File: config.mk
export PLATFORM = sky130hd
export DESIGN_NAME = serial_tx_arbiter_flat
export DESIGN_NICKNAME = d
export VERILOG_FILES = /design/src/rtl/serial_arb_pkg.sv /design/src/rtl/serial_tx_arbiter_if.sv /design/src/rtl/rr_arbiter.sv /design/src/rtl/serial_tx_arbiter.sv /design/src/flat_wrapper.sv
export SDC_FILE = /design/constraint.sdc
export NUM_CORES = 1
export LEC_CHECK = 0
export CAP_MARGIN = 10
export CELL_PAD_IN_SITES_DETAIL_PLACEMENT = 1
export CELL_PAD_IN_SITES_GLOBAL_PLACEMENT = 1
export CORE_ASPECT_RATIO = 0.5
export CORE_MARGIN = 3
export CORE_UTILIZATION = 26
export CTS_CLUSTER_DIAMETER = 50
export DETAILED_ROUTE_END_ITERATION = 16
export PLACE_DENSITY_LB_ADDON = 0.1
export SLEW_MARGIN = 20
export SYNTH_ARGS = -nofsm -noshare
export SYNTH_HDL_FRONTEND = slang
export SYNTH_SLANG_ARGS = --single-unit
File: constraint.sdc
create_clock -name sclk -period 2.5 [get_ports sclk]
set_input_delay 0.5 -clock sclk [delete_from_list [all_inputs] [get_ports sclk]]
set_output_delay 0.5 -clock sclk [all_outputs]
set_load 0.03 [all_outputs]
File: src/rtl/serial_arb_pkg.sv
// serial_arb_pkg: shared types, defaults and helpers for the serial transmitter arbiter.
package serial_arb_pkg;

    typedef enum logic [1:0] {
        StIdle      = 2'd0,
        StLoad      = 2'd1,
        StWaitStart = 2'd2,
        StWaitDone  = 2'd3
    } arb_state_e;

    localparam int unsigned DefNReq       = 4;
    localparam int unsigned DefDataW      = 32;
    localparam int unsigned DefTimeoutCyc = 48;

    // Width of a requester index; never below one bit.
    function automatic int unsigned id_width(input int unsigned n);
        return (n <= 2) ? 1 : $clog2(n);
    endfunction

endpackage

File: src/rtl/serial_tx_arbiter_if.sv
// serial_tx_arbiter_if: requester side and transmitter side signals of the arbiter.
// The arbiter uses the slave modport; the producer/transmitter environment uses master.
interface serial_tx_arbiter_if
    import serial_arb_pkg::*;
#(
    parameter int unsigned N_REQ  = DefNReq,
    parameter int unsigned DATA_W = DefDataW
);
    localparam int unsigned IdW = id_width(N_REQ);

    logic [N_REQ-1:0]        req;
    logic [N_REQ*DATA_W-1:0] req_data;
    logic [N_REQ-1:0]        ack;
    logic [IdW-1:0]          grant_id;
    logic                    busy;
    logic                    ser_load_data;
    logic [DATA_W-1:0]       ser_data_in;
    logic                    ser_data_enable;
    logic                    timeout_err;

    modport slave (
        input  req, req_data, ser_data_enable,
        output ack, grant_id, busy, ser_load_data, ser_data_in, timeout_err
    );

    modport master (
        output req, req_data, ser_data_enable,
        input  ack, grant_id, busy, ser_load_data, ser_data_in, timeout_err
    );

endinterface

File: src/rtl/rr_arbiter.sv
// rr_arbiter: combinational round-robin pick. Returns the first set request at or
// after the pointer, wrapping from N_REQ-1 back to 0.
module rr_arbiter
    import serial_arb_pkg::*;
#(
    parameter int unsigned N_REQ = DefNReq
) (
    input  logic [N_REQ-1:0]           i_req,
    input  logic [id_width(N_REQ)-1:0] i_ptr,
    output logic                       o_valid,
    output logic [id_width(N_REQ)-1:0] o_idx,
    output logic [N_REQ-1:0]           o_onehot
);
    localparam int unsigned IdW = id_width(N_REQ);

    logic [IdW-1:0] w_pos;

    // Scan upward from the pointer and keep the first pending requester.
    always_comb begin
        o_valid  = 1'b0;
        o_idx    = '0;
        o_onehot = '0;
        w_pos    = '0;
        for (int unsigned k = 0; k < N_REQ; k++) begin
            w_pos = IdW'((32'(i_ptr) + k) % N_REQ);
            if (!o_valid && i_req[w_pos]) begin
                o_valid = 1'b1;
                o_idx   = w_pos;
            end
        end
        if (o_valid) o_onehot[o_idx] = 1'b1;
    end

endmodule

File: src/rtl/serial_tx_arbiter.sv
// serial_tx_arbiter: round-robin sequencer sharing one serial transmitter among N_REQ
// requesters. Grants one word, pulses load/ack for a cycle, then tracks the frame via
// ser_data_enable. Optional watchdog enabled by defining SERIAL_ARB_TIMEOUT_EN.
module serial_tx_arbiter
    import serial_arb_pkg::*;
#(
    parameter int unsigned N_REQ       = DefNReq,
    parameter int unsigned DATA_W      = DefDataW,
    parameter int unsigned TIMEOUT_CYC = DefTimeoutCyc
) (
    input logic                sclk,
    input logic                rst_n,
    serial_tx_arbiter_if.slave bus
);
    localparam int unsigned IdW = id_width(N_REQ);

    if (N_REQ < 2 || N_REQ > 8 || TIMEOUT_CYC < 3) begin : g_bad_cfg
        $error("serial_tx_arbiter: N_REQ must be 2..8 and TIMEOUT_CYC at least 3");
    end

    arb_state_e        r_state, w_state_nxt;
    logic [IdW-1:0]    r_ptr, w_ptr_nxt;
    logic [IdW-1:0]    r_grant_id, w_grant_id_nxt;
    logic [DATA_W-1:0] r_data, w_data_nxt;
    logic [N_REQ-1:0]  r_ack, w_ack_nxt;
    logic              r_busy, w_busy_nxt;
    logic              r_load, w_load_nxt;

    logic              w_win_valid;
    logic [IdW-1:0]    w_win_idx;
    logic [N_REQ-1:0]  w_win_onehot;
    logic [DATA_W-1:0] w_win_data;

`ifdef SERIAL_ARB_TIMEOUT_EN
    localparam int unsigned CntW = $clog2(TIMEOUT_CYC + 1);
    localparam logic [CntW-1:0] CntLast = CntW'(TIMEOUT_CYC - 1);

    logic [CntW-1:0] r_cnt, w_cnt_nxt;
    logic            r_tmo_err, w_tmo_err_nxt;
`endif

    rr_arbiter #(
        .N_REQ (N_REQ)
    ) u_rr_arbiter (
        .i_req    (bus.req),
        .i_ptr    (r_ptr),
        .o_valid  (w_win_valid),
        .o_idx    (w_win_idx),
        .o_onehot (w_win_onehot)
    );

    // Select the winner's word out of the flattened request data bus.
    always_comb begin
        w_win_data = '0;
        for (int unsigned i = 0; i < N_REQ; i++) begin
            if (w_win_idx == IdW'(i)) w_win_data = bus.req_data[i*DATA_W +: DATA_W];
        end
    end

    // Next state and next registered outputs of the sequencing FSM.
    always_comb begin
        w_state_nxt    = r_state;
        w_ptr_nxt      = r_ptr;
        w_grant_id_nxt = r_grant_id;
        w_data_nxt     = r_data;
        w_ack_nxt      = '0;
        w_busy_nxt     = r_busy;
        w_load_nxt     = 1'b0;
`ifdef SERIAL_ARB_TIMEOUT_EN
        w_cnt_nxt      = r_cnt + 1'b1;
        w_tmo_err_nxt  = 1'b0;
`endif
        unique case (r_state)
            StIdle: begin
`ifdef SERIAL_ARB_TIMEOUT_EN
                w_cnt_nxt = '0;
`endif
                // The transmitter is not reset with us, so never grant into a live frame.
                if (w_win_valid && !bus.ser_data_enable) begin
                    w_state_nxt    = StLoad;
                    w_data_nxt     = w_win_data;
                    w_grant_id_nxt = w_win_idx;
                    w_ptr_nxt      = (w_win_idx == IdW'(N_REQ - 1)) ? '0 : w_win_idx + 1'b1;
                    w_ack_nxt      = w_win_onehot;
                    w_load_nxt     = 1'b1;
                    w_busy_nxt     = 1'b1;
                end
            end
            StLoad: begin
                w_state_nxt = StWaitStart;
            end
            StWaitStart: begin
                if (bus.ser_data_enable) w_state_nxt = StWaitDone;
            end
            StWaitDone: begin
                if (!bus.ser_data_enable) begin
                    w_state_nxt = StIdle;
                    w_busy_nxt  = 1'b0;
                end
            end
            default: begin
                w_state_nxt = StIdle;
                w_busy_nxt  = 1'b0;
            end
        endcase
`ifdef SERIAL_ARB_TIMEOUT_EN
        // Abort a frame that never completes; the word was already acked.
        if (r_state != StIdle && w_state_nxt != StIdle && r_cnt == CntLast) begin
            w_state_nxt   = StIdle;
            w_busy_nxt    = 1'b0;
            w_tmo_err_nxt = 1'b1;
        end
`endif
    end

    // FSM state, round-robin pointer and all registered outputs.
    always_ff @(posedge sclk or negedge rst_n) begin
        if (!rst_n) begin
            r_state    <= StIdle;
            r_ptr      <= '0;
            r_grant_id <= '0;
            r_data     <= '0;
            r_ack      <= '0;
            r_busy     <= 1'b0;
            r_load     <= 1'b0;
        end else begin
            r_state    <= w_state_nxt;
            r_ptr      <= w_ptr_nxt;
            r_grant_id <= w_grant_id_nxt;
            r_data     <= w_data_nxt;
            r_ack      <= w_ack_nxt;
            r_busy     <= w_busy_nxt;
            r_load     <= w_load_nxt;
        end
    end

`ifdef SERIAL_ARB_TIMEOUT_EN
    // Watchdog counter and its error pulse.
    always_ff @(posedge sclk or negedge rst_n) begin
        if (!rst_n) begin
            r_cnt     <= '0;
            r_tmo_err <= 1'b0;
        end else begin
            r_cnt     <= w_cnt_nxt;
            r_tmo_err <= w_tmo_err_nxt;
        end
    end

    assign bus.timeout_err = r_tmo_err;
`else
    assign bus.timeout_err = 1'b0;
`endif

    assign bus.ack           = r_ack;
    assign bus.grant_id      = r_grant_id;
    assign bus.busy          = r_busy;
    assign bus.ser_load_data = r_load;
    assign bus.ser_data_in   = r_data;

endmodule
File: src/flat_wrapper.sv
// flat-port wrapper written by rule: the top's interface ports become plain ports
module serial_tx_arbiter_flat import serial_arb_pkg::*;
#(
    parameter int unsigned N_REQ       = DefNReq,
    parameter int unsigned DATA_W      = DefDataW,
    parameter int unsigned TIMEOUT_CYC = DefTimeoutCyc
)
  (sclk, rst_n, bus_req, bus_req_data, bus_ser_data_enable, bus_ack, bus_grant_id, bus_busy, bus_ser_load_data, bus_ser_data_in, bus_timeout_err);
  serial_tx_arbiter_if #(.N_REQ(N_REQ), .DATA_W(DATA_W)) bus_i ();
  input logic sclk;
  input logic rst_n;
  input wire logic [$bits(bus_i.req)-1:0] bus_req;
  input wire logic [$bits(bus_i.req_data)-1:0] bus_req_data;
  input wire logic [$bits(bus_i.ser_data_enable)-1:0] bus_ser_data_enable;
  output wire logic [$bits(bus_i.ack)-1:0] bus_ack;
  output wire logic [$bits(bus_i.grant_id)-1:0] bus_grant_id;
  output wire logic [$bits(bus_i.busy)-1:0] bus_busy;
  output wire logic [$bits(bus_i.ser_load_data)-1:0] bus_ser_load_data;
  output wire logic [$bits(bus_i.ser_data_in)-1:0] bus_ser_data_in;
  output wire logic [$bits(bus_i.timeout_err)-1:0] bus_timeout_err;
  assign bus_i.req = bus_req;
  assign bus_i.req_data = bus_req_data;
  assign bus_i.ser_data_enable = bus_ser_data_enable;
  assign bus_ack = bus_i.ack;
  assign bus_grant_id = bus_i.grant_id;
  assign bus_busy = bus_i.busy;
  assign bus_ser_load_data = bus_i.ser_load_data;
  assign bus_ser_data_in = bus_i.ser_data_in;
  assign bus_timeout_err = bus_i.timeout_err;
  serial_tx_arbiter #(.N_REQ(N_REQ), .DATA_W(DATA_W), .TIMEOUT_CYC(TIMEOUT_CYC)) u_core (.sclk(sclk), .rst_n(rst_n), .bus(bus_i));
endmodule
* Word-level counts from Yosys, hierarchy flattened
Index checks and enable logic that the tools add are counted.
** Storage, ports and cells
- Bits in latches :: 0
- Word-level logic and storage cells :: 76
- Bits of input ports :: 135
- RAM bits :: 0
- Flip-flop bits (word level) :: 44
- Output and inout bits :: 41
- Bits in read-only memories :: 0
- Memories kept :: 0
** Cells by class
- Bitwise operators :: 0
- Magnitude comparators :: 6
- Shift-type cells :: 0
- Equality and inequality tests :: 9
- Add/sub/neg operators :: 4
- $mul :: 0
- Reduce and logical (&&, ||, !) cells :: 15
- Divide/modulo/power cells :: 0
- Multiplexer cells :: 35
** Operators with widths (number)
- $mux 32 :: 4
- $mux 2 :: 8
- $lt 2x3->1 const B :: 5
- $mux 1 :: 13
- $mux 4 :: 3
- $bmux 1 s2 :: 4
- $eq 2x2->1 const B :: 4
- $pmux 2 s4 :: 1
- $reduce_and 3->1 :: 2
- $logic_and 1x1->1 :: 5
- $add 2x1->2 const B :: 2
- $add 2x2->2 const B :: 2
- $eq 2x1->1 const B :: 2
- $logic_not 1->1 :: 4
- $logic_not 2->1 :: 2
- $ne 2x2->1 const B :: 2
- $demux 1 s2 :: 1
- $ge 2x1->1 const B :: 1
- $ne 2x1->1 const B :: 1
- $pmux 1 s2 :: 1
- $reduce_and 2->1 :: 1
- $reduce_bool 2->1 :: 1

* Depth between registers and ports, before layout
- Word-level depth :: 19
- Depth in mapped cells :: 12
- Gate-level depth less buffers :: 9

* Hierarchy
A second synthesis with hierarchy kept.
** Second synthesis, totals
- Cells, all modules :: 343
- Area total of the unflattened synthesis :: 2960.3 sq um
** Modules (own cells, without submodules)
- serial_tx_arbiter :: cells an instance 310, area each 2748.9 sq um, times used 1, seq. area each 1101.1 sq um
- rr_arbiter :: cells an instance 33, area each 211.5 sq um, times used 1, seq. area each 0.0 sq um

* Worst setup path before layout
OpenSTA, ideal clock, no wires.
- Kind :: input-to-reg
- Start :: input bus_req[2]
- End :: register u_core.r_data[0] (netlist: u_core.bus.ser_data_in[0])
- Stages :: 12
- Arrival :: 2280 ps
- Required time :: 2423 ps
- Path buffers :: 3
- Slack :: 142 ps
- Library setup time :: 77 ps
- Path through :: nor2b_1 a21boi_0 o31a_1 inv_1 ha_1 clkbuf_1 nor2b_1 clkbuf_1 buf_4 a221oi_1 a211o_1 a21oi_1
** On the way
- Word-level cells in the longest chain between the ends :: 17
- Elaborated cells on any way between the ends :: 32
- Classes of those cells :: eq/ne: 3; mux: 20; reduce/logical: 9
** Ends and longest elaborated chain
- start, declared :: line flat_wrapper.sv:12 : input wire logic [$bits(bus_i.req)-1:0] bus_req;
- $bmux 1 s2 :: line rr_arbiter.sv:26 : if (!o_valid && i_req[w_pos]) begin
- $mux 1 (not written as such) :: line rr_arbiter.sv:26
- $mux 1 :: line rr_arbiter.sv:26
- $logic_not 1->1 :: line rr_arbiter.sv:26
- $logic_and 1x1->1 :: line rr_arbiter.sv:26
- $mux 1 :: line rr_arbiter.sv:26
- $logic_not 1->1 :: line rr_arbiter.sv:26
- $logic_and 1x1->1 :: line rr_arbiter.sv:26
- $mux 1 :: line rr_arbiter.sv:26
- $logic_not 1->1 :: line rr_arbiter.sv:26
- $logic_and 1x1->1 :: line rr_arbiter.sv:26
- $mux 2 (*) :: line rr_arbiter.sv:26
- named net u_core.u_rr_arbiter.o_idx[1] :: line rr_arbiter.sv:11 : output logic [id_width(N_REQ)-1:0] o_idx,
- $logic_not 2->1 :: line serial_tx_arbiter.sv:56 : if (w_win_idx == IdW'(i)) w_win_data = bus.req_data[i*DATA_W +: DATA_W];
- $mux 32 (3 in series) :: line serial_tx_arbiter.sv:56
- $mux 32 (*) :: line serial_tx_arbiter.sv:56
- end signal, assigned :: line serial_tx_arbiter.sv:130 : r_data <= w_data_nxt;
- end, declared :: line serial_tx_arbiter.sv:24 : logic [DATA_W-1:0] r_data, w_data_nxt;
Mark *: on every way through the listed nets, which the timed path passes. The rest lies on a longest branch. The select of a mux whose other input is x is not followed.
A chain may end at the register's enable or synchronous reset.

* Worst setup path after layout
- Start :: input bus_req[0]
- End :: register u_core.r_data[4] (netlist: u_core.bus.ser_data_in[4])
The elaborated chain is that of the path after synthesis.

==> impl_metrics.json <==
{
  "power_uw": 5603,
  "synth_cells": 322,
  "drc": 0,
  "post-route-min-period_ns": 2.392,
  "synthesis.area_um2": 2784,
  "synth_edf_count": 0,
  "synth_top_area_share_pct": 39.55,
  "yosys-top-cells-area": "dfrtp_1 (40%), a21oi_1 (12%), a211o_1 (10%), a221oi_1 (10%), inv_1 (5.4%)",
  "design.portCount": 176,
  "n_antenna_cell": 0,
  "crit_buf_inv": 4,
  "r2r_cells": 10,
  "placed_cell_area_um2": 4812,
  "cpMaxStageDelayCell": "clkdlybuf4s50_1",
  "numCtsBuffers": 5,
  "peakVddDrop_mv": 0.4249,
  "track_usage_pct": 18.51,
  "antenna_found_initial": 0,
  "power_density_nw_per_um2": 1109,
  "area_growth_pct": 81.44,
  "setup_violations": 0,
  "h-tree-depth": 2,
  "detail-route-antenna-nets": 0,
  "setup_ws_ns": 0.1081,
  "clockRootBuffer": "clkbuf_16",
  "clk_latency_ns": 0.29,
  "finalInstanceArea_um2": 5051,
  "p_leak_uw": 0.002192,
  "chipHeight_um": 79.17,
  "cts_sinks": 44,
  "firstDrtPassIters": 4,
  "coreArea_um2": 10310,
  "hold_viol": 0,
  "min_period_over_period_pct": 95.68,
  "outcome": "complete, no violations",
  "start_util_pct": 27.00,
  "finalMaxSlewViolations": 0,
  "overflow": 0,
  "cpPeakStageDelay_ns": 0.47,
  "cap_violations": 0,
  "fin_skew_ns": 0.003601,
  "grt_max_degree": 36,
  "yosysTopAreaCell": "dfrtp_1",
  "viasPerCell": 4.911,
  "grt_pass1_wl_um": 17780,
  "crit_path_end_kind": "register",
  "wl_um": 11410,
  "layout_common_cells": "clkdlybuf4s50_1 (172), a21oi_1 (63), dfrtp_1 (44)",
  "detailed_place_hpwl_um": 8473,
  "fmax_mhz": 418.1,
  "final_nets": 643,
  "crit_arrival_ns": 2.60,
  "crit_fanout": 14,
  "hold_path.class": "in -> async",
  "num_vias": 3143,
  "first_global_vias": 3226,
  "layout_commonest_cell": "clkdlybuf4s50_1",
  "drive_gt1_share_pct": 12.00,
  "synthesis.nets": 465,
  "grt_setup_unrepaired": "false",
  "cp-start-kind": "input port",
  "yosys_most_used_dff": "dfrtp_1",
  "drtIter0Drc": 90,
  "routabilityCongestion": 0.7562,
  "io_buffer_count": 174,
  "required_ns": 2.71,
  "yosysWarnings": 0,
  "avgSynthCellArea_um2": 8.646,
  "routedWlPerCell_um": 17.83,
  "clkSlewWorstSetupHoldPaths_ns": 0.06,
  "rows": 26,
  "cts_tree": "yes",
  "worstReg2RegEnd": "u_core.bus.ser_data_in[4]",
  "worstPathCellList": "clkdlybuf4s50_1 -> buf_4 -> a21boi_1 -> o31a_1 -> inv_2 -> ha_2 -> nor2b_4 -> buf_12 -> a221oi_1 -> a211o_1 -> a21oi_1",
  "r2r-start": "u_core.r_ptr[0]",
  "synth-seq-area-share_pct": 39.55,
  "rrSetupSlack_ns": 0.30,
  "async_flop_share_pct": 100.0,
  "path_delay_family": "buffers and inverters",
  "die_x_um": 152.3,
  "clockBufferDepth": 2,
  "critical_path_class": "in -> reg",
  "synth_cell_types": 30,
  "preCtsSetupSlack_ns": -0.4102,
  "ys_ff_latch": 44,
  "dieArea_um2": 12060,
  "cp-startpoint": "bus_req[0]"
}
-- state kept, by name, summed over array words and instances (netlist names) --
signal	cells
u_core.bus.ser_load_data	1
u_core.bus.ack	4
u_core.r_state	2
u_core.bus.busy	1
u_core.r_ptr	2
u_core.bus.ser_data_in	32
u_core.bus.grant_id	2
-- worst register-to-register path, delay by kind of cell (launching register included) --
family / cells / cell delay [ns]
buf+inv: 3 / 0.38
fa+ha+maj: 1 / 0.18
flops: 1 / 0.46
compound gates: 4 / 0.82
simple gates: 2 / 0.29
-- cells by family after synthesis --
family	share of synthesized area (%)
AO/OA/AOI/OAI	35.46
adder cells (fa/ha/maj)	3.596
other	0.1347
multiplexers	0.8089
AND/OR/NAND/NOR	8.674
buffers and inverters	11.77
flip-flops	39.55
-- per-layer routing --
| layer | share of wire, % | up-vias | GRT usage (%) |
|---|---|---|---|
| met3 | 5.0 | 6 | 4.355 |
| met1 | 45 | 1529 | 23.87 |
| met5 | 0 | - | 0 |
| met2 | 49 | 88 | 32.52 |
| met4 | 0.57 | 0 | 2.870 |
| li1 | - | 1520 | - |
-- per-stage QoR --
stage / cells / setup TNS (ns) / utilization [%] / hold WS, ns
global route: 640 / 0 / 48.98 / 0.08395
global placement: 632 / -10.40 / 46.66 / 0.3943
finish: 640 / 0 / 48.98 / 0.07811
detailed placement: 632 / -11.73 / 46.66 / 0.3920
floorplan: 322 / 0 / - / 0.2044
CTS: 642 / 0 / 48.69 / 0.08284
-- power by group --
group | leakage, uW | internal [uW] | switching (uW)
registers | 0.000515 | 1050 | 209
clock network | 0.0000667 | 364 | 273
logic | 0.00161 | 1730 | 1980
-- worst max-delay path by stage --
stage,slack [ns],end,cells past startpoint
finish,0.11,u_core.bus.ser_data_in[4],11
global route,0.004,u_core.bus.ser_data_in[0],11
CTS,0.007,u_core.bus.ser_data_in[5],12
detailed placement,-0.41,u_core.bus.ser_data_in[0],11
global placement,-0.36,u_core.bus.ser_data_in[15],11
floorplan,0.14,u_core.bus.ser_data_in[0],12
-- synth_stat cells (5+ instances only) --
cell type / n
a211o_1: 32
a21oi_1: 67
a221oi_1: 32
and3_1: 5
buf_4: 6
clkbuf_1: 17
dfrtp_1: 44
ha_1: 8
inv_1: 40
nor2_1: 33
nor2b_1: 5
o21ai_0: 6
-- area by class of cell --
class / count / area, um^2
Clock buffer: 6 / 128.9
Clock inverter: 1 / 5.005
Fill cell: 1172 / 5261
Inverter: 41 / 153.9
Multi-Input combinational cell: 207 / 1445
Sequential cell: 44 / 1101
Tap cell: 140 / 175.2
Timing Repair Buffer: 201 / 2042
-- timing repair --
item	4_1_cts	5_1_grt
gates resized for setup	11	14
endpoints found under the setup margin	32	28
pin swaps	1	5
hold buffers	0	0
setup buffers	2	0
cloned	1	0
No activity file was read; power rests on OpenSTA's default activity.
